==> src/rtl/ttt_game_ctrl.sv <==
// Tic-tac-toe game controller: tracks the mouse cursor, maps clicks to board cells,
// validates and places marks, and judges win/draw for a two-player 3x3 game.
module ttt_game_ctrl #(
   parameter int BOARD_X0 = 170,
   parameter int BOARD_Y0 = 90,
   parameter int CELL     = 100
) (
   input  logic        clk,
   input  logic        reset,
   input  logic        m_done_tick,
   input  logic [8:0]  xm,
   input  logic [8:0]  ym,
   input  logic [2:0]  btnm,
   output logic [9:0]  px,
   output logic [9:0]  py,
   output logic [17:0] board,
   output logic        turn,
   output logic        game_over,
   output logic [1:0]  winner,
   output logic        move_ok,
   output logic        move_rej
);

   typedef enum logic [1:0] {PLAY, VALIDATE, JUDGE, OVER} state_t;

   localparam logic [10:0] X_B0 = 11'(BOARD_X0);
   localparam logic [10:0] X_B1 = 11'(BOARD_X0 + CELL);
   localparam logic [10:0] X_B2 = 11'(BOARD_X0 + 2 * CELL);
   localparam logic [10:0] X_B3 = 11'(BOARD_X0 + 3 * CELL);
   localparam logic [10:0] Y_B0 = 11'(BOARD_Y0);
   localparam logic [10:0] Y_B1 = 11'(BOARD_Y0 + CELL);
   localparam logic [10:0] Y_B2 = 11'(BOARD_Y0 + 2 * CELL);
   localparam logic [10:0] Y_B3 = 11'(BOARD_Y0 + 3 * CELL);

   state_t      r_state;
   state_t      w_state_next;
   logic [9:0]  r_px;
   logic [9:0]  r_py;
   logic [9:0]  w_px_next;
   logic [9:0]  w_py_next;
   logic        r_btn_prev;
   logic [17:0] r_board;
   logic [17:0] w_board_next;
   logic        r_turn;
   logic        w_turn_next;
   logic [1:0]  r_winner;
   logic [1:0]  w_winner_next;
   logic [3:0]  r_cell;
   logic [3:0]  w_cell_next;
   logic        r_move_ok;
   logic        r_move_rej;
   logic        w_ok_next;
   logic        w_rej_next;

   logic signed [10:0] w_x_sum;
   logic signed [10:0] w_y_sum;
   logic [10:0] w_px_ext;
   logic [10:0] w_py_ext;
   logic        w_click;
   logic        w_in_board;
   logic [1:0]  w_col;
   logic [1:0]  w_row;
   logic [3:0]  w_cell;
   logic [1:0]  w_mark;
   logic [8:0]  w_mine;
   logic [8:0]  w_filled;
   logic        w_win;
   logic        w_unused_btn;

   assign w_unused_btn = ^btnm[2:1];

   // Motion math at 11-bit signed so the clamp sees true under/overflow.
   assign w_x_sum = $signed({1'b0, r_px}) + $signed({{2{xm[8]}}, xm});
   assign w_y_sum = $signed({1'b0, r_py}) - $signed({{2{ym[8]}}, ym});

   always_comb begin
      w_px_next = r_px;
      w_py_next = r_py;
      if (m_done_tick) begin
         if (w_x_sum < 11'sd0)
            w_px_next = 10'd0;
         else if (w_x_sum > 11'sd639)
            w_px_next = 10'd639;
         else
            w_px_next = w_x_sum[9:0];
         if (w_y_sum < 11'sd0)
            w_py_next = 10'd0;
         else if (w_y_sum > 11'sd479)
            w_py_next = 10'd479;
         else
            w_py_next = w_y_sum[9:0];
      end
   end

   assign w_click = m_done_tick & btnm[0] & ~r_btn_prev;

   // Cell decode uses the pre-motion cursor of the clicking packet.
   assign w_px_ext   = {1'b0, r_px};
   assign w_py_ext   = {1'b0, r_py};
   assign w_in_board = (w_px_ext >= X_B0) && (w_px_ext < X_B3) &&
                       (w_py_ext >= Y_B0) && (w_py_ext < Y_B3);
   assign w_col = (w_px_ext < X_B1) ? 2'd0 : (w_px_ext < X_B2) ? 2'd1 : 2'd2;
   assign w_row = (w_py_ext < Y_B1) ? 2'd0 : (w_py_ext < Y_B2) ? 2'd1 : 2'd2;
   assign w_cell = {1'b0, w_row, 1'b0} + {2'b00, w_row} + {2'b00, w_col};

   assign w_mark = r_turn ? 2'b10 : 2'b01;

   genvar gi;
   generate
      for (gi = 0; gi < 9; gi++) begin : g_cell
         assign w_mine[gi]   = (r_board[2*gi +: 2] == w_mark);
         assign w_filled[gi] = |r_board[2*gi +: 2];
      end
   endgenerate

   assign w_win = (w_mine[0] & w_mine[1] & w_mine[2]) |
                  (w_mine[3] & w_mine[4] & w_mine[5]) |
                  (w_mine[6] & w_mine[7] & w_mine[8]) |
                  (w_mine[0] & w_mine[3] & w_mine[6]) |
                  (w_mine[1] & w_mine[4] & w_mine[7]) |
                  (w_mine[2] & w_mine[5] & w_mine[8]) |
                  (w_mine[0] & w_mine[4] & w_mine[8]) |
                  (w_mine[2] & w_mine[4] & w_mine[6]);

   always_comb begin
      w_state_next  = r_state;
      w_board_next  = r_board;
      w_turn_next   = r_turn;
      w_winner_next = r_winner;
      w_cell_next   = r_cell;
      w_ok_next     = 1'b0;
      w_rej_next    = 1'b0;
      case (r_state)
         PLAY: begin
            if (w_click && w_in_board) begin
               w_cell_next  = w_cell;
               w_state_next = VALIDATE;
            end
         end
         VALIDATE: begin
            if (w_filled[r_cell]) begin
               w_rej_next   = 1'b1;
               w_state_next = PLAY;
            end else begin
               for (int i = 0; i < 9; i++) begin
                  if (r_cell == 4'(i))
                     w_board_next[2*i +: 2] = w_mark;
               end
               w_ok_next    = 1'b1;
               w_state_next = JUDGE;
            end
         end
         JUDGE: begin
            // A line on the final move beats the full-board draw.
            if (w_win) begin
               w_winner_next = w_mark;
               w_state_next  = OVER;
            end else if (&w_filled) begin
               w_winner_next = 2'b11;
               w_state_next  = OVER;
            end else begin
               w_turn_next  = ~r_turn;
               w_state_next = PLAY;
            end
         end
         OVER: begin
            if (w_click) begin
               w_board_next  = 18'd0;
               w_turn_next   = 1'b0;
               w_winner_next = 2'b00;
               w_state_next  = PLAY;
            end
         end
         default: w_state_next = PLAY;
      endcase
   end

   always_ff @(posedge clk) begin
      if (reset) begin
         r_state    <= PLAY;
         r_px       <= 10'd320;
         r_py       <= 10'd240;
         r_btn_prev <= 1'b0;
         r_board    <= 18'd0;
         r_turn     <= 1'b0;
         r_winner   <= 2'b00;
         r_cell     <= 4'd0;
         r_move_ok  <= 1'b0;
         r_move_rej <= 1'b0;
      end else begin
         r_state    <= w_state_next;
         r_px       <= w_px_next;
         r_py       <= w_py_next;
         if (m_done_tick)
            r_btn_prev <= btnm[0];
         r_board    <= w_board_next;
         r_turn     <= w_turn_next;
         r_winner   <= w_winner_next;
         r_cell     <= w_cell_next;
         r_move_ok  <= w_ok_next;
         r_move_rej <= w_rej_next;
      end
   end

   assign px        = r_px;
   assign py        = r_py;
   assign board     = r_board;
   assign turn      = r_turn;
   assign winner    = r_winner;
   assign game_over = (r_state == OVER);
   assign move_ok   = r_move_ok;
   assign move_rej  = r_move_rej;

endmodule

==> config.mk <==
export PLATFORM = sky130hd
export DESIGN_NAME = ttt_game_ctrl
export DESIGN_NICKNAME = d
export VERILOG_FILES = /design/src/rtl/ttt_game_ctrl.sv
export SDC_FILE = /design/constraint.sdc
export NUM_CORES = 1
export LEC_CHECK = 0
export BUFFER_PORTS_ARGS = -buffer_cell sky130_fd_sc_hd__buf_2
export CORE_UTILIZATION = 57
export DETAILED_ROUTE_END_ITERATION = 6
export PLACE_DENSITY = 0.81
export SLEW_MARGIN = 40
export SYNTH_ARGS = -nofsm -noshare
export SYNTH_HDL_FRONTEND = slang
export SYNTH_SLANG_ARGS = --single-unit
==> constraint.sdc <==
create_clock -name clk -period 3.2 [get_ports clk]
set_input_delay 0.48 -clock clk [delete_from_list [all_inputs] [get_ports clk]]
set_output_delay 0.48 -clock clk [all_outputs]
set_load 0.03 [all_outputs]
==> qor.csv, run 1 <==
metric,value,unit
grt ovf,0,
Final ANT Viol Nets,0,
"Async S/R FF share, synth",0,
initial antenna violation count,0,
routability cong.,0.915,
core area,0.00649,mm^2
Hold Path End,r_btn_prev,
Post-Syn Area per Cell,8.03,um^2
vias in the first global route,3586,
final wirelength,10.0,mm
max incr delay on CP,0.50,ns
crit path time final,3.03,ns
clk sinks,50,
Ys Warns,0,
drt first-iter violations,265,
die height,85.2,um
hold depth,3,
min-delay src,btnm[0],
status,completed,
Post-synth EDFFs,0,
CP cell instances,o41ai_2 > nand2_1 > mux2_2 > or2_2 > fa_1 > inv_1 > ha_1 > inv_1 > fa_1 > or2_2 > a21oi_1,
clock buffer depth,2,
Worst Path Max Fanout,2,
Final Util,0.697,
fmax,330,MHz
Worst-path clk slew,0.10,ns
CTS Root Cell,clkbuf_8,
Post-Syn Area,0.00394,mm^2
via count,4021,
post-synthesis cell count,491,
Crit. End Element,flop,
CP startpoint kind,flop,
Layout Skew,0.0106,ns
Critical Path RT,3.44,ns
Die Wd,85.2,um
Cell Pwr Density,466,mW/mm^2
r2r setup slk,0.17,ns
Final Max Tran Viols,0,
pre-CTS WS,0.158,ns
Synth cell types,76,
area growth from synthesis to layout,14.8,%
Detail Placement HPWL,7.62,mm
htree depth,2,
final setup vio count,0,
Worst EP arrival,3.27,ns
starting density of the core,0.607,
Final WS setup,0.167,ns
top_reg_cell synth,dfxtp_1,
Slew @ Worst Pin,0.784,ns
port bufs,65,
"Slowest-stage cell, CP",fa_1,
unrepaired setup endpoints after global routing,false,
reg-to-reg endpoint,r_cell[2],
n_diodes,0,
first-pass GRT wire length,16.4,mm
Num CTS Buffers,5,
Nets,610,
WL per Instance,15.7,um
worst hold path type,primary input to flop,
"flops & latches, synth",50,
Area after DPL,0.00440,mm^2
worst skew pair latency,0.31,ns
Max-Slew Margin vs Limit,0.478,
register area share after synthesis,0.254,
Overall Global Routing Usage,0.278,
post-route cell area,0.00453,mm^2
worst reg2reg path depth,11,
CTS tree,yes,
IO Pins,68,
RR Startpoint,py[1],
Die ar.,0.00725,mm^2
largest net degree at the start of global routing,51,
Max-Cap Viols,0,
Pwr Total,2110,uW
Peak VDD IR,0.000357,V
net count after synthesis,541,
setup_tns,0,ns
layout cells sized above 1,0.205,
TritonRoute pass-1 iters,5,
Pleak,0.00192,uW
Site Rows,29,
DR vias/cell,6.30,
Remaining DRCs,0,
Final period util,0.948,
"Hold Vio Cnt, Final",0,
crit path kind,flop to flop,
area by class of cell:
cell class	instances	area [um^2]
Inverter	28	105
Clock inverter	2	38.8
Multi-Input combinational cell	397	2780
Tap cell	77	96.3
Timing Repair Buffer	78	423
Sequential cell	50	1000
Fill cell	520	1970
Clock buffer	6	82.6
cells in the final DEF (no fill, tap or decap), types with 6 or more instances in the layout:
cell and n:
clkbuf_8 6, a221oi_1 7, ha_1 22, o22ai_1 7, a21oi_2 10, dfxtp_1 50, mux2i_1 21, a21oi_1 22
nand2b_1 33, nor2_1 38, o21ai_0 14, nor2b_1 8, inv_1 27, nand3_1 17, xnor2_1 7, nor3_1 11
nand2_1 47, buf_2 65, buf_4 13, a21o_1 7
worst max-delay path by stage:
stage	start	end	slack, ns
finish	py[1]	r_cell[2]	0.17
global route	py[1]	r_cell[2]	0.0002
CTS	py[1]	r_cell[2]	0.13
detailed placement	py[1]	r_cell[2]	0.16
global placement	py[1]	r_cell[2]	0.26
floorplan	py[1]	r_cell[2]	0.14
logic make-up (layout without fill, tap and decap cells):
| family | count (synthesis) | count (layout) | synth area share |
|---|---|---|---|
| AOI/OAI and AO/OA | 132 | 132 | 0.249 |
| muxes | 25 | 25 | 0.0705 |
| and+or+nand+nor | 206 | 206 | 0.276 |
| buffers and inverters | 44 | 114 | 0.0432 |
| adders and majority gates | 26 | 26 | 0.0901 |
| DFF | 50 | 50 | 0.254 |
| xor gates and xnor gates | 8 | 8 | 0.0178 |
where the power goes:
part           switching [uW]  internal [uW]  leakage [uW]
registers                70.5            672      0.000407
clock network             218            257     0.0000618
logic                     536            356       0.00145
total                     825           1280       0.00192
state kept, by name (all words and copies together) (netlist names), 2 cells and up:
name and flops:
px 10, py 10, r_cell 4, winner 2
r_state 2, board 18
per-stage QoR:
step	instances	hold slack [ns]
final	638	0.422
after global routing	638	0.455
after CTS	638	0.426
after detailed placement	630	0.452
after global placement	630	0.452
after floorplan	491	0.452
synthesized netlist by cell type, types with 5 or more instances:
| master | count | area (um^2) |
|---|---|---|
| dfxtp_1 | 50 | 1000 |
| ha_1 | 22 | 275 |
| nand3_1 | 17 | 85.1 |
| xnor2_1 | 7 | 61.3 |
| nand2b_1 | 33 | 206 |
| o22ai_1 | 7 | 43.8 |
| clkbuf_1 | 11 | 41.3 |
| o32ai_1 | 5 | 43.8 |
| nor2_1 | 38 | 143 |
| o21ai_1 | 5 | 25.0 |
| a21oi_2 | 10 | 87.6 |
| nand2_1 | 47 | 176 |
| a21oi_1 | 22 | 110 |
| mux2i_1 | 21 | 210 |
| a221oi_1 | 7 | 61.3 |
| nor3b_1 | 5 | 37.5 |
| nand3b_1 | 5 | 37.5 |
| a21o_1 | 7 | 52.6 |
| or2_2 | 5 | 31.3 |
| nor2b_1 | 8 | 50.1 |
| nor3_1 | 11 | 55.1 |
| o21ai_0 | 14 | 70.1 |
| o31ai_1 | 5 | 37.5 |
| nor4_1 | 5 | 31.3 |
| inv_1 | 27 | 101 |
| a211oi_1 | 5 | 37.5 |
per-layer routing:
| metal | vias up | wire length [um] | global-route usage |
|---|---|---|---|
| met3 | 11 | 582 | 0.0370 |
| met5 | - | 0 | 0 |
| met4 | 0 | 109 | 0.0740 |
| met1 | 1924 | 4580 | 0.378 |
| li1 | 1948 | - | - |
| met2 | 138 | 4730 | 0.463 |
critical path, delay by kind of cell (launching register included):
family	cells	cell delay [ns]
AOI/OAI and AO/OA	2	0.45
adders and majority gates	3	1.07
buffers and inverters	2	0.10
DFF	1	0.34
muxes	1	0.28
and+or+nand+nor	3	0.72
timing repair:
action | 4_1_cts | 5_1_grt
resized for setup | 0 | 1
setup endpoints to repair | 0 | 1
hold endpoints to repair | 0 | 0
buffers inserted | 0 | 0
hold buffers | 0 | 0
(Power assumes the default switching activity.)
==> run 2: changes to the inputs <==
--- a/config.mk
+++ b/config.mk
@@ -9,6 +9,8 @@
 export CORE_UTILIZATION = 57
 export DETAILED_ROUTE_END_ITERATION = 6
 export PLACE_DENSITY = 0.81
+export RECOVER_POWER = 50
+export REMOVE_ABC_BUFFERS = 1
 export SLEW_MARGIN = 40
 export SYNTH_ARGS = -nofsm -noshare
 export SYNTH_HDL_FRONTEND = slang
==> run 2 against run 1 <==
Sequential share of layout area is 0.40 points higher. Non-clock buffer count is 1 lower. Clock-buffer cell count stayed put. Maximum frequency is 1.1% lower. Worst hold slack better by 0.028 ns. Clock skew is 0.0019 ns lower. Critical endpoint unchanged.
==> qor.csv, run 2 (same netlist as run 1, synthesis figures left out) <==
metric,value,unit,change
hold depth,3,,unchanged
htree depth,2,,unchanged
Fill cells,569,,+9.4%
"Slowest-stage cell, CP",fa_1,,
Max-Cap Viols,0,,unchanged
Worst EP arrival,3.30,ns,+0.03 ns
IO Pins,68,,unchanged
CP cell instances,o41ai_1 > nand2_1 > mux2_2 > or2_2 > fa_1 > inv_1 > ha_1 > inv_1 > fa_1 > or2_2 > a21oi_1,,
Int Pwr,1250,uW,-2.9%
Seq pwr share,0.363,,+0.011
largest net degree at the start of global routing,51,,unchanged
Sw Share,0.393,,+0.00190
vias in the first global route,3545,,-1.1%
"Hold Vio Cnt, Final",0,,unchanged
layout cells sized above 1,0.123,,-0.0818
routability cong.,0.973,,+6.4%
Peak VDD IR,0.000298,V,-16%
Hold Path End,r_btn_prev,,
initial antenna violation count,0,,unchanged
Max-Slew Margin vs Limit,0.481,,+0.00377
pre-CTS WS,0.168,ns,+0.00978 ns
setup_tns,0,ns,unchanged
crit path kind,flop to flop,,
Worst-path clk slew,0.09,ns,about the same
min-delay src,btnm[0],,
reg-to-reg endpoint,r_cell[2],,
n_diodes,0,,unchanged
Comb pwr share,0.424,,about the same
RR Startpoint,py[1],,
core area,0.00649,mm^2,unchanged
Critical Path RT,3.44,ns,about the same
fmax,326,MHz,-1.1%
Largest register FFs,18,,unchanged
CTS tree,yes,,
final setup vio count,0,,unchanged
WL per Instance,15.2,um,-2.8%
first-pass GRT wire length,16.2,mm,-1.5%
Num CTS Buffers,5,,unchanged
Detail Placement HPWL,7.32,mm,-3.9%
starting density of the core,0.607,,unchanged
port bufs,65,,unchanged
post-CTS setup buffers,0,,unchanged
Overall Global Routing Usage,0.275,,-0.00282
grt ovf,0,,unchanged
"commonest non-fill, non-tap cell in the layout",dfxtp_1,,
status,completed,,
Cell Pwr Density,462,mW/mm^2,-0.87%
Final Max Tran Viols,0,,unchanged
DR vias/cell,6.14,,-2.6%
Crit path max-delay family,adder cells,,
Nets,609,,-0.16%
Remaining DRCs,0,,unchanged
via count,3911,,-2.7%
Die Wd,85.2,um,unchanged
worst skew pair latency,0.30,ns,about the same
unrepaired setup endpoints after global routing,false,,
Final WS setup,0.135,ns,-0.0324 ns
Critical Path Source,py[1],,
die height,85.2,um,unchanged
most frequent cells in the layout,"dfxtp_1 (50), nand2_1 (47), clkbuf_1 (44)",,
Slew @ Worst Pin,0.778,ns,-0.00566 ns
Final ANT Viol Nets,0,,unchanged
Crit. End Element,flop,,
Pleak,0.00173,uW,-10%
CTS resizes,0,,unchanged
CTS Root Cell,clkbuf_8,,
Clock power frac,0.213,,-0.013
P_sw,807,uW,-2.1%
Worst Path Max Fanout,2,,unchanged
worst reg2reg path depth,11,,unchanged
Site Rows,29,,unchanged
Die ar.,0.00725,mm^2,unchanged
max incr delay on CP,0.52,ns,+0.02 ns
drt first-iter violations,292,,+10%
clock buffer depth,2,,unchanged
CP startpoint kind,flop,,
worst hold path type,primary input to flop,,
Layout Skew,0.00875,ns,-0.00186 ns
crit path buf inv count,2,,unchanged
crit path time final,3.07,ns,+0.0324 ns
TritonRoute pass-1 iters,5,,unchanged
final wirelength,9.71,mm,-2.9%
Hold Buf Count CTS,0,,unchanged
clk sinks,50,,unchanged
Final period util,0.958,,+0.0101
area growth from synthesis to layout,12.8,%,
r2r setup slk,0.13,ns,-0.03 ns
-- run 2: changes by cell type in the layout (fill, tap and decap cells not counted), sizes merged --
cell | before | now
inv | 28 | 27
buf | 78 | 34
clkbuf | 6 | 49
clkinvlp | 0 | 1
-- run 2: worst max-delay path by stage --
stage                      endpoint  depth (start not counted)
final                     r_cell[2]                         11
after global routing      r_cell[2]                         11
after CTS                 r_cell[2]                         11
after detailed placement  r_cell[2]                         11
after global placement    r_cell[2]                         11
after floorplan           r_cell[2]                         11
-- run 2: area by class of cell --
| class | instances | area (um^2) | share of cell area |
|---|---|---|---|
| well taps | 77 | 96.3 | 0.0217 |
| multi-input cells | 397 | 2770 | 0.623 |
| flip-flops and latches | 50 | 1000 | 0.225 |
| clock buffers | 6 | 72.6 | 0.0163 |
| clock inverters | 2 | 37.5 | 0.00844 |
| inverters | 28 | 105 | 0.0236 |
| repair buffers | 77 | 362 | 0.0813 |
-- run 2: per-layer routing --
metal | GRT usage | wire (um)
met3 | 0.0360 | 632
met1 | 0.375 | 4470
met4 | 0.0770 | 105
met5 | 0 | 0
met2 | 0.456 | 4510
-- run 2: power by group through the flow --
stage	registers, uW	clock network (uW)	logic (uW)
after global placement	753	0	843
after CTS	744	448	874
final	747	437	870
after detailed placement	758	0	862
after floorplan	835	0	555
after global routing	757	473	953
-- run 2: per-stage QoR --
step / std cells / area [um^2] / utilization / hold WS (ns) / power, uW
global route: 637 / 4450 / 0.684 / 0.449 / 2180
detailed placement: 629 / 4390 / 0.676 / 0.450 / 1620
finish: 637 / 4450 / 0.684 / 0.450 / 2050
global placement: 629 / 4390 / 0.676 / 0.433 / 1600
CTS: 637 / 4500 / 0.693 / 0.447 / 2070
floorplan: 475 / 3880 / - / 0.452 / 1390
-- run 2: worst reg2reg max path, delay by kind of cell, from the launching register on --
kind            cells  cell delay (ns)
flops               1             0.33
compound gates      2             0.46
mux                 1             0.28
fa+ha+maj           3             1.10
simple gates        3             0.72
buf+inv             2             0.11
